<file path="src/rtl/hazard_pkg.sv">
// Shared definitions for the hazard unit: RV32I opcodes, scoreboard states,
// and the forward-select width helper.
package hazard_pkg;

  localparam logic [6:0] OPC_LUI    = 7'b0110111;
  localparam logic [6:0] OPC_AUIPC  = 7'b0010111;
  localparam logic [6:0] OPC_JAL    = 7'b1101111;
  localparam logic [6:0] OPC_RTYPE  = 7'b0110011;
  localparam logic [6:0] OPC_STORE  = 7'b0100011;
  localparam logic [6:0] OPC_BRANCH = 7'b1100011;

  typedef enum logic [1:0] {
    IDLE = 2'd0,
    BUSY = 2'd1,
    DONE = 2'd2
  } mc_state_e;

  // Select codes: 0 = regfile, 1..num_fwd = stages, num_fwd+1 = hard zero.
  function automatic int unsigned sel_width(input int unsigned num_fwd);
    return $clog2(num_fwd + 2);
  endfunction

endpackage

</file>
<file path="src/rtl/hazard_unit_if.sv">
// Pipeline <-> hazard unit signal bundle. Perf counter outputs exist only
// when HAZARD_PERF_CNT_EN is defined.
interface hazard_unit_if
  import hazard_pkg::*;
#(
  parameter int unsigned NUM_FWD = 2
);
  localparam int unsigned SEL_W = sel_width(NUM_FWD);

  logic [31:0]          id_instr_i;
  logic                 id_valid_i;
  logic [5*NUM_FWD-1:0] fwd_rd_addr_i;
  logic [NUM_FWD-1:0]   fwd_wr_en_i;
  logic [NUM_FWD-1:0]   fwd_rdy_i;
  logic                 branch_taken_i;
  logic                 mem_wait_i;
  logic                 mc_start_i;
  logic [4:0]           mc_rd_addr_i;
  logic                 mc_done_i;
  logic                 stall_o;
  logic                 flush_o;
  logic [SEL_W-1:0]     fwd_sel_rs1_o;
  logic [SEL_W-1:0]     fwd_sel_rs2_o;
  logic                 mc_busy_o;
`ifdef HAZARD_PERF_CNT_EN
  logic [31:0]          perf_stall_cnt_o;
  logic [31:0]          perf_flush_cnt_o;
`endif

  modport master (
    output id_instr_i, id_valid_i, fwd_rd_addr_i, fwd_wr_en_i, fwd_rdy_i,
           branch_taken_i, mem_wait_i, mc_start_i, mc_rd_addr_i, mc_done_i,
    input  stall_o, flush_o, fwd_sel_rs1_o, fwd_sel_rs2_o, mc_busy_o
`ifdef HAZARD_PERF_CNT_EN
    , input perf_stall_cnt_o, perf_flush_cnt_o
`endif
  );

  modport slave (
    input  id_instr_i, id_valid_i, fwd_rd_addr_i, fwd_wr_en_i, fwd_rdy_i,
           branch_taken_i, mem_wait_i, mc_start_i, mc_rd_addr_i, mc_done_i,
    output stall_o, flush_o, fwd_sel_rs1_o, fwd_sel_rs2_o, mc_busy_o
`ifdef HAZARD_PERF_CNT_EN
    , output perf_stall_cnt_o, perf_flush_cnt_o
`endif
  );

endinterface

</file>
<file path="src/rtl/hazard_fwd_sel.sv">
// Per-operand forwarding priority match: youngest writing stage wins, and a
// not-yet-computed match is reported as a load-use hazard.
module hazard_fwd_sel
  import hazard_pkg::*;
#(
  parameter int unsigned NUM_FWD = 2,
  parameter int unsigned SEL_W   = sel_width(NUM_FWD)
) (
  input  logic [4:0]           rs_addr_i,
  input  logic                 rs_used_i,
  input  logic [5*NUM_FWD-1:0] fwd_rd_addr_i,
  input  logic [NUM_FWD-1:0]   fwd_wr_en_i,
  input  logic [NUM_FWD-1:0]   fwd_rdy_i,
  output logic [SEL_W-1:0]     sel_o,
  output logic                 not_rdy_o
);

  // NOTE: every output gets a default before any branch, so no path leaves
  // it unassigned and no latch is inferred.
  always_comb begin
    sel_o     = '0;
    not_rdy_o = 1'b0;
    if (rs_used_i) begin
      if (rs_addr_i == 5'd0) begin
        sel_o = SEL_W'(NUM_FWD + 1);
      end else begin
        // Scan oldest to youngest so the youngest match is written last.
        for (int k = NUM_FWD - 1; k >= 0; k--) begin
          if (fwd_wr_en_i[k] && (fwd_rd_addr_i[5*k +: 5] == rs_addr_i)) begin
            sel_o     = SEL_W'(k + 1);
            not_rdy_o = ~fwd_rdy_i[k];
          end
        end
      end
    end
  end

endmodule

</file>
<file path="src/rtl/hazard_unit.sv">
// ID-stage hazard unit: forwarding selects, load-use/scoreboard/structural
// stalls, branch flush. Optional perf counters via HAZARD_PERF_CNT_EN.
module hazard_unit
  import hazard_pkg::*;
#(
  parameter int unsigned NUM_FWD      = 2,
  parameter int unsigned FLUSH_CYCLES = 1
) (
  input  logic         clk_i,
  input  logic         rst_ni,
  hazard_unit_if.slave hz
);

  localparam int unsigned SEL_W      = sel_width(NUM_FWD);
  localparam logic [2:0]  FLUSH_LOAD = 3'(FLUSH_CYCLES);

  logic [6:0] opcode;
  logic [4:0] rs1, rs2;
  logic       rs1_used, rs2_used;

  assign opcode = hz.id_instr_i[6:0];
  assign rs1    = hz.id_instr_i[19:15];
  assign rs2    = hz.id_instr_i[24:20];

  always_comb begin
    rs1_used = !((opcode == OPC_LUI) || (opcode == OPC_AUIPC) || (opcode == OPC_JAL));
    rs2_used = (opcode == OPC_RTYPE) || (opcode == OPC_STORE) || (opcode == OPC_BRANCH);
  end

  logic [SEL_W-1:0] sel_rs1, sel_rs2;
  logic             nrdy_rs1, nrdy_rs2;

  hazard_fwd_sel #(.NUM_FWD(NUM_FWD), .SEL_W(SEL_W)) u_fwd_rs1 (
    .rs_addr_i    (rs1),
    .rs_used_i    (rs1_used),
    .fwd_rd_addr_i(hz.fwd_rd_addr_i),
    .fwd_wr_en_i  (hz.fwd_wr_en_i),
    .fwd_rdy_i    (hz.fwd_rdy_i),
    .sel_o        (sel_rs1),
    .not_rdy_o    (nrdy_rs1)
  );

  hazard_fwd_sel #(.NUM_FWD(NUM_FWD), .SEL_W(SEL_W)) u_fwd_rs2 (
    .rs_addr_i    (rs2),
    .rs_used_i    (rs2_used),
    .fwd_rd_addr_i(hz.fwd_rd_addr_i),
    .fwd_wr_en_i  (hz.fwd_wr_en_i),
    .fwd_rdy_i    (hz.fwd_rdy_i),
    .sel_o        (sel_rs2),
    .not_rdy_o    (nrdy_rs2)
  );

  mc_state_e  state_q, state_d;
  logic [4:0] mc_rd_q, mc_rd_d;
  logic [2:0] flush_cnt_q, flush_cnt_d;

  // NOTE: state registers use non-blocking assignments so every flop samples
  // the pre-edge value regardless of process ordering.
  always_ff @(posedge clk_i or negedge rst_ni) begin
    if (!rst_ni) begin
      state_q     <= IDLE;
      mc_rd_q     <= '0;
      flush_cnt_q <= '0;
    end else begin
      state_q     <= state_d;
      mc_rd_q     <= mc_rd_d;
      flush_cnt_q <= flush_cnt_d;
    end
  end

  // A second issue while BUSY is a structural stall, not a new tracked op.
  always_comb begin
    state_d = state_q;
    mc_rd_d = mc_rd_q;
    case (state_q)
      IDLE: if (hz.mc_start_i) begin
        state_d = BUSY;
        mc_rd_d = hz.mc_rd_addr_i;
      end
      BUSY:    if (hz.mc_done_i) state_d = DONE;
      DONE:    state_d = IDLE;
      default: state_d = IDLE;
    endcase
  end

  logic branch_go, flush_raw, stall_raw;
  logic load_use, sb_raw, structural;

  assign branch_go = hz.id_valid_i && hz.branch_taken_i;
  assign flush_raw = (flush_cnt_q != 3'd0) || branch_go;

  always_comb begin
    flush_cnt_d = flush_cnt_q;
    if (branch_go)                flush_cnt_d = FLUSH_LOAD;
    else if (flush_cnt_q != 3'd0) flush_cnt_d = flush_cnt_q - 3'd1;
  end

  always_comb begin
    load_use   = nrdy_rs1 || nrdy_rs2;
    sb_raw     = (state_q == BUSY) && (mc_rd_q != 5'd0) &&
                 ((rs1_used && (rs1 == mc_rd_q)) || (rs2_used && (rs2 == mc_rd_q)));
    structural = (state_q == BUSY) && hz.mc_start_i;
    stall_raw  = (hz.id_valid_i && (load_use || sb_raw || structural)) || hz.mem_wait_i;
  end

  // Flush wins over stall unless memory is waiting, then both assert.
  assign hz.stall_o       = rst_ni && (flush_raw ? hz.mem_wait_i : stall_raw);
  assign hz.flush_o       = rst_ni && flush_raw;
  assign hz.fwd_sel_rs1_o = rst_ni ? sel_rs1 : '0;
  assign hz.fwd_sel_rs2_o = rst_ni ? sel_rs2 : '0;
  assign hz.mc_busy_o     = rst_ni && (state_q == BUSY);

`ifdef HAZARD_PERF_CNT_EN
  logic [31:0] perf_stall_q, perf_flush_q;

  always_ff @(posedge clk_i or negedge rst_ni) begin
    if (!rst_ni) begin
      perf_stall_q <= '0;
      perf_flush_q <= '0;
    end else begin
      if (hz.stall_o) perf_stall_q <= perf_stall_q + 32'd1;
      if (hz.flush_o) perf_flush_q <= perf_flush_q + 32'd1;
    end
  end

  assign hz.perf_stall_cnt_o = perf_stall_q;
  assign hz.perf_flush_cnt_o = perf_flush_q;
`endif

endmodule
</file>
<file path="src/flat_wrapper.sv">
// flat-port wrapper written by rule: the top's interface ports become plain ports
module hazard_unit_flat import hazard_pkg::*;
#(
  parameter int unsigned NUM_FWD      = 2,
  parameter int unsigned FLUSH_CYCLES = 1
)
  (clk_i, rst_ni, hz_id_instr_i, hz_id_valid_i, hz_fwd_rd_addr_i, hz_fwd_wr_en_i, hz_fwd_rdy_i, hz_branch_taken_i, hz_mem_wait_i, hz_mc_start_i, hz_mc_rd_addr_i, hz_mc_done_i, hz_stall_o, hz_flush_o, hz_fwd_sel_rs1_o, hz_fwd_sel_rs2_o, hz_mc_busy_o);
  hazard_unit_if #(.NUM_FWD(NUM_FWD)) hz_i ();
  input  logic clk_i;
  input  logic rst_ni;
  input wire logic [$bits(hz_i.id_instr_i)-1:0] hz_id_instr_i;
  input wire logic [$bits(hz_i.id_valid_i)-1:0] hz_id_valid_i;
  input wire logic [$bits(hz_i.fwd_rd_addr_i)-1:0] hz_fwd_rd_addr_i;
  input wire logic [$bits(hz_i.fwd_wr_en_i)-1:0] hz_fwd_wr_en_i;
  input wire logic [$bits(hz_i.fwd_rdy_i)-1:0] hz_fwd_rdy_i;
  input wire logic [$bits(hz_i.branch_taken_i)-1:0] hz_branch_taken_i;
  input wire logic [$bits(hz_i.mem_wait_i)-1:0] hz_mem_wait_i;
  input wire logic [$bits(hz_i.mc_start_i)-1:0] hz_mc_start_i;
  input wire logic [$bits(hz_i.mc_rd_addr_i)-1:0] hz_mc_rd_addr_i;
  input wire logic [$bits(hz_i.mc_done_i)-1:0] hz_mc_done_i;
  output wire logic [$bits(hz_i.stall_o)-1:0] hz_stall_o;
  output wire logic [$bits(hz_i.flush_o)-1:0] hz_flush_o;
  output wire logic [$bits(hz_i.fwd_sel_rs1_o)-1:0] hz_fwd_sel_rs1_o;
  output wire logic [$bits(hz_i.fwd_sel_rs2_o)-1:0] hz_fwd_sel_rs2_o;
  output wire logic [$bits(hz_i.mc_busy_o)-1:0] hz_mc_busy_o;
  assign hz_i.id_instr_i = hz_id_instr_i;
  assign hz_i.id_valid_i = hz_id_valid_i;
  assign hz_i.fwd_rd_addr_i = hz_fwd_rd_addr_i;
  assign hz_i.fwd_wr_en_i = hz_fwd_wr_en_i;
  assign hz_i.fwd_rdy_i = hz_fwd_rdy_i;
  assign hz_i.branch_taken_i = hz_branch_taken_i;
  assign hz_i.mem_wait_i = hz_mem_wait_i;
  assign hz_i.mc_start_i = hz_mc_start_i;
  assign hz_i.mc_rd_addr_i = hz_mc_rd_addr_i;
  assign hz_i.mc_done_i = hz_mc_done_i;
  assign hz_stall_o = hz_i.stall_o;
  assign hz_flush_o = hz_i.flush_o;
  assign hz_fwd_sel_rs1_o = hz_i.fwd_sel_rs1_o;
  assign hz_fwd_sel_rs2_o = hz_i.fwd_sel_rs2_o;
  assign hz_mc_busy_o = hz_i.mc_busy_o;
  hazard_unit #(.NUM_FWD(NUM_FWD), .FLUSH_CYCLES(FLUSH_CYCLES)) u_core (.clk_i(clk_i), .rst_ni(rst_ni), .hz(hz_i));
endmodule
</file>
<file path="config.mk">
export PLATFORM = sky130hd
export DESIGN_NAME = hazard_unit_flat
export DESIGN_NICKNAME = d
export VERILOG_FILES = /design/src/rtl/hazard_pkg.sv /design/src/rtl/hazard_unit_if.sv /design/src/rtl/hazard_fwd_sel.sv /design/src/rtl/hazard_unit.sv /design/src/flat_wrapper.sv
export SDC_FILE = /design/constraint.sdc
export NUM_CORES = 1
export LEC_CHECK = 0
export CORE_ASPECT_RATIO = 0.75
export CORE_UTILIZATION = 36
export DETAILED_ROUTE_END_ITERATION = 8
export PLACE_DENSITY = 0.8
export SKIP_LAST_GASP = 1
export SYNTH_ARGS = -nofsm -noshare
export SYNTH_HDL_FRONTEND = slang
export SYNTH_HIERARCHICAL = 1
export SYNTH_SLANG_ARGS = --single-unit
</file>
<file path="constraint.sdc">
create_clock -name clk_i -period 2.35 [get_ports clk_i]
set_input_delay 0.3525 -clock clk_i [delete_from_list [all_inputs] [get_ports clk_i]]
set_output_delay 0.3525 -clock clk_i [all_outputs]
set_load 0.02 [all_outputs]
</file>
* Word level (Yosys, flattened, before mapping) *
Cells that the tools add are included.

operators by class
  $add $sub $neg = 1
  equality and inequality tests = 15
  muxes and demuxes = 24
  bitwise gates (word level) = 2
  reductions and logical operators = 33

operators by type and width
  cell                                                                   number
  5-bit equality test                                                    6
  2-bit two-way mux                                                      12
  7-bit by 6-bit equality test with 1-bit output, second input constant  3
  7-bit equality test, second input constant                             2
  1-bit logical AND                                                      14
  5-bit zero test                                                        2
  1-bit logical OR                                                       10
  1-bit two-way mux                                                      9
  7-bit by 5-bit equality test with 1-bit output, second input constant  1
  3-bit two-way mux                                                      2
  5-bit nonzero test                                                     1
  2-bit != test, second input constant                                   2
  2-bit one-hot mux with 2 select lines                                  1
  2-bit AND reduction                                                    2
  3-bit nonzero test                                                     1
  3-bit by 1-bit subtractor with 3-bit output, second input constant     1
  2-bit by 1-bit equality test with 1-bit output, second input constant  1
  2-bit zero test                                                        1
  1-bit NOT                                                              2
  2-bit nonzero test                                                     1
  1-bit zero test                                                        1

storage, ports and cells
  bits in registers = 10
  input port bits = 58
  word-level logic and storage cells = 78

* Longest topological paths before layout *
  depth in word-level cells = 13
  mapped depth = 8
  mapped depth without buffers = 8

* Modules after synthesis *
Netlist, hierarchy kept.

by module, submodules not included
  module          times used  cells an instance  area each (um^2)  seq. area each (um^2)
  hazard_unit     1           68                 683.2             250.2
  hazard_fwd_sel  2           22                 166.4             0.0

* Least setup slack after synthesis *
No wires, ideal clock.

  kind = input to output
  from = in hz_id_instr_i[22]
  to = out hz_stall_o
  arrival = 1,824 ps
  path slack = 173 ps
  stages = 8
  buffers on the path = 0
  cells stage by stage = xor2_1 -> nor4_1 -> and3_2 -> and2b_1 -> o221a_2 -> a2111oi_2 -> a21o_1 -> a31oi_1

between the ends
  longest elaborated chain between the ends = 13

RTL lines
  item                               RTL line              source
  start: declaration                 flat_wrapper.sv:11    input wire logic [$bits(hz_i.id_instr_i)-1:0] hz_id_instr_i;
  5-bit equality test                hazard_fwd_sel.sv:29  if (fwd_wr_en_i[k] && (fwd_rd_addr_i[5*k +: 5] == rs_addr_i)) begin
  1-bit logical AND                  hazard_fwd_sel.sv:29
  1-bit two-way mux (2 in a row)     hazard_fwd_sel.sv:29
  1-bit two-way mux (*)              hazard_fwd_sel.sv:24  if (rs_addr_i == 5'd0) begin
  1-bit two-way mux (*)              hazard_fwd_sel.sv:23  if (rs_used_i) begin
  named net u_core.nrdy_rs2          hazard_unit.sv:31     logic nrdy_rs1, nrdy_rs2;
  1-bit logical OR (*)               hazard_unit.sv:99     load_use = nrdy_rs1 || nrdy_rs2;
  1-bit logical OR (*) (2 in a row)  hazard_unit.sv:103    stall_raw = (hz.id_valid_i && (load_use || sb_raw || structural)) || hz.mem_wait_i;
  1-bit logical AND (*)              hazard_unit.sv:103
  1-bit logical OR (*)               hazard_unit.sv:103
  1-bit two-way mux (*)              hazard_unit.sv:107    assign hz.stall_o = rst_ni && (flush_raw ? hz.mem_wait_i : stall_raw);
  1-bit logical AND (*)              hazard_unit.sv:107
  end: declaration                   flat_wrapper.sv:21    output wire logic [$bits(hz_i.stall_o)-1:0] hz_stall_o;

The timed path passes the listed nets; every way through them passes the cells marked *.

* Worst setup path in the final report *
Ends and elaborated chain as after synthesis.

==> results.yml <==
die:
  die_w_microns: 63.3
  io_pins: 65
  rows: 16
  initial_core_util_pct: 38.4
  die_area_sq_um: 3040
  fp.dieH_microns: 48.0
  coreArea_sq_um: 2640
clock_network:
  clock_sinks: 10
  clockBufferDepth: 2
  cts_buffers: 3
  cts.clk_slew.worst_paths_ns: 0.05
  h-tree-depth: 1
  cts-root-buf: "clkbuf_8"
  cts_tree: "built"
  clkLatencyLatePin_ns: 0.24
worst_setup_path:
  arrival_ns: 2.16
  crit_required_ns: 2.00
  cpPeakStageDelay_ns: 0.33
  setup.worst_path.start: "hz_id_instr_i[22]"
  crit_slowest_cell: "nor4_2"
  cp-end-kind: "primary output"
  startpoint_type: "input pin"
  worstPathMaxFanout: 2
  reg2reg_from: "u_core/state_q[0]"
  crit_type: "in2out"
  crit_chain: "buf_2 -> xor2_1 -> nor4_2 -> and3_4 -> buf_6 -> and2b_1 -> o221a_4 -> a2111oi_4 -> a21o_1 -> a31oi_1 -> buf_4"
routing:
  routed_via_density: 5.00
  drc_errors: 0
  wl_microns: 3350
  first_pass_iters: 4
  num_vias: 1139
  drtIter0Drc: 25
  wl_per_cell_microns: 14.7
  ant_nets: 0
grt:
  antenna_found_initial: 0
  grt_pass1_vias: 1148
  overflow: 0
  track_usage_pct: 22.1
  grt_pass1_wl_microns: 5080
  grt_max_degree: 17
synthesis:
  syn-num-nets: 172
  synthDistinctLibCells: 35
  syn_area_sq_um: 1020
  synth_top_family_by_area: "XOR/XNOR gates"
  synth-compound-area-share_pct: 12.4
  async_flop_share_pct: 100
  synth_ff_type: "dfrtp_1"
  synthAdderAreaFrac_pct: 2.46
  synth-simple-area-share_pct: 26.5
  seq_area_frac_synth_pct: 24.6
  muxShareOfSynthArea_pct: 6.53
  ys_seq_elements: 10
  synth_edf_count: 0
  yosys_warnings: 6
  syn_avg_cell_area_sq_um: 9.07
  synth_xor_area_share_pct: 26.7
  syn_inst: 112
min_path:
  min_path_type: "in2async"
timing:
  rsz0062_at_grt: "yes"
  worst_slack_ns: -0.160
  slew_headroom_pct: 64.3
  skew_ns: 0.000912
  hold_violations: 0
  setup_viol: 1
  max_freq_mhz: 398
  fin_crit_ns: 2.51
  period_share_pct: 107
  tightestPinTransition_ns: 0.534
  finalMaxSlewViolations: 0
  final.setup.tns_ns: -0.160
power_and_ir_drop:
  leakage_nw: 0.831
  power_w: 0.00109
  ir_drop_mv: 0.529
  p_per_area_nw_per_um2: 577
placed_design:
  dp_hpwl_microns: 2530
  portBuffers: 49
  place_congestion: 0.866
  placed_area_sq_um: 1700
layout:
  antenna_cells: 0
  stdcell_area_sq_um: 1890
  final_cell_mix: "25 x buf_4, 24 x clkdlybuf4s50_1, 18 x xor2_1"
  post-route-util_pct: 71.4
  mostFrequentLayoutCell: "buf_4"
  drive_gt1_share_pct: 37.5
  nets: 253
  area_delta_synth_final_pct: 85.6
outcome:
  violations: "setup timing"
  status: "finished, violations left"
run:
  maxCapViolations: 0
-- area by class of cell --
type / instances / area (sq um)
inverters: 2 / 7.51
flip-flops and latches: 10 / 250
multi-input cells: 100 / 871
repair buffers: 76 / 657
fillers: 209 / 757
well taps: 36 / 45.0
clock buffers: 4 / 55.1
-- worst paths after layout --
path	slack, ns	endpoint	depth (start not counted)
max	-0.16	hz_stall_o	11
min	0.46	u_core/flush_cnt_q[2]	2
max reg2reg	0.95	u_core/mc_rd_q[3]	2
min reg2reg	0.49	u_core/state_q[0]	1
max in group asynchronous	1.74	u_core/mc_rd_q[0]	2
min in group clk_i	0.49	u_core/state_q[0]	1
-- metrics by stage --
stage	hold slack [ns]	setup WS, ns	std cells
finish	0.455	-0.160	228
floorplan	0.0569	0.173	112
detailed placement	0.485	-1.03	217
global placement	0.458	-0.944	217
global route	0.480	-0.193	228
CTS	0.460	-0.193	224
-- logic make-up (layout without fill, tap and decap cells) --
group           count (synthesis)  count (layout)
simple gates                   45              45
xor+xnor                       31              31
compound gates                 16              16
flops                          10              10
mux                             6               6
fa+ha+maj                       2               2
buf+inv                         2              82
-- metal layers --
metal	part of all wire, %	vias up	global-route usage, %
li1	-	563	-
met1	46	534	25.3
met2	49	38	43.6
met3	5.0	4	5.48
met4	0.69	0	3.64
met5	0	-	0
-- cell usage after synthesis (all sizes together), types with 3 or more instances --
| cell | count | area (sq um) |
|---|---|---|
| mux2 | 5 | 56.3 |
| or4 | 3 | 22.5 |
| nor2 | 8 | 30.0 |
| and3 | 3 | 21.3 |
| nor3 | 4 | 20.0 |
| nand2 | 3 | 11.3 |
| dfrtp | 10 | 250 |
| xor2 | 22 | 193 |
| and2 | 7 | 43.8 |
| nor4 | 4 | 25.0 |
| xnor2 | 9 | 78.8 |
| o21a | 4 | 30.0 |
-- registers in the layout, indices dropped and copies added (netlist names) --
| register | flops |
|---|---|
| u_core/mc_rd_q | 5 |
| u_core/state_q | 2 |
| u_core/flush_cnt_q | 3 |
-- repair_timing --
| item | in CTS | in global routing |
|---|---|---|
| endpoints found under the setup margin | 5 | 5 |
| gates resized for setup | 82 | 34 |
| pin swaps | 15 | 16 |
| setup buffers | 3 | 4 |
| hold buffers | 0 | 0 |
-- power breakdown --
part / switching, W / total, W / internal, W
clock: 0.0000706 / 0.000218 / 0.000148
sequential: 0.0000885 / 0.000342 / 0.000254
combinational: 0.000240 / 0.000528 / 0.000288
total: 0.000399 / 0.00109 / 0.000689
-- critical path, delay by kind of cell --
kind                   cells  cell delay (ns)
XOR/XNOR                   1             0.15
AND/OR/NAND/NOR            3             0.71
buffers and inverters      3             0.37
AO/OA/AOI/OAI              4             0.57
Power figures use the tool's default switching activity.
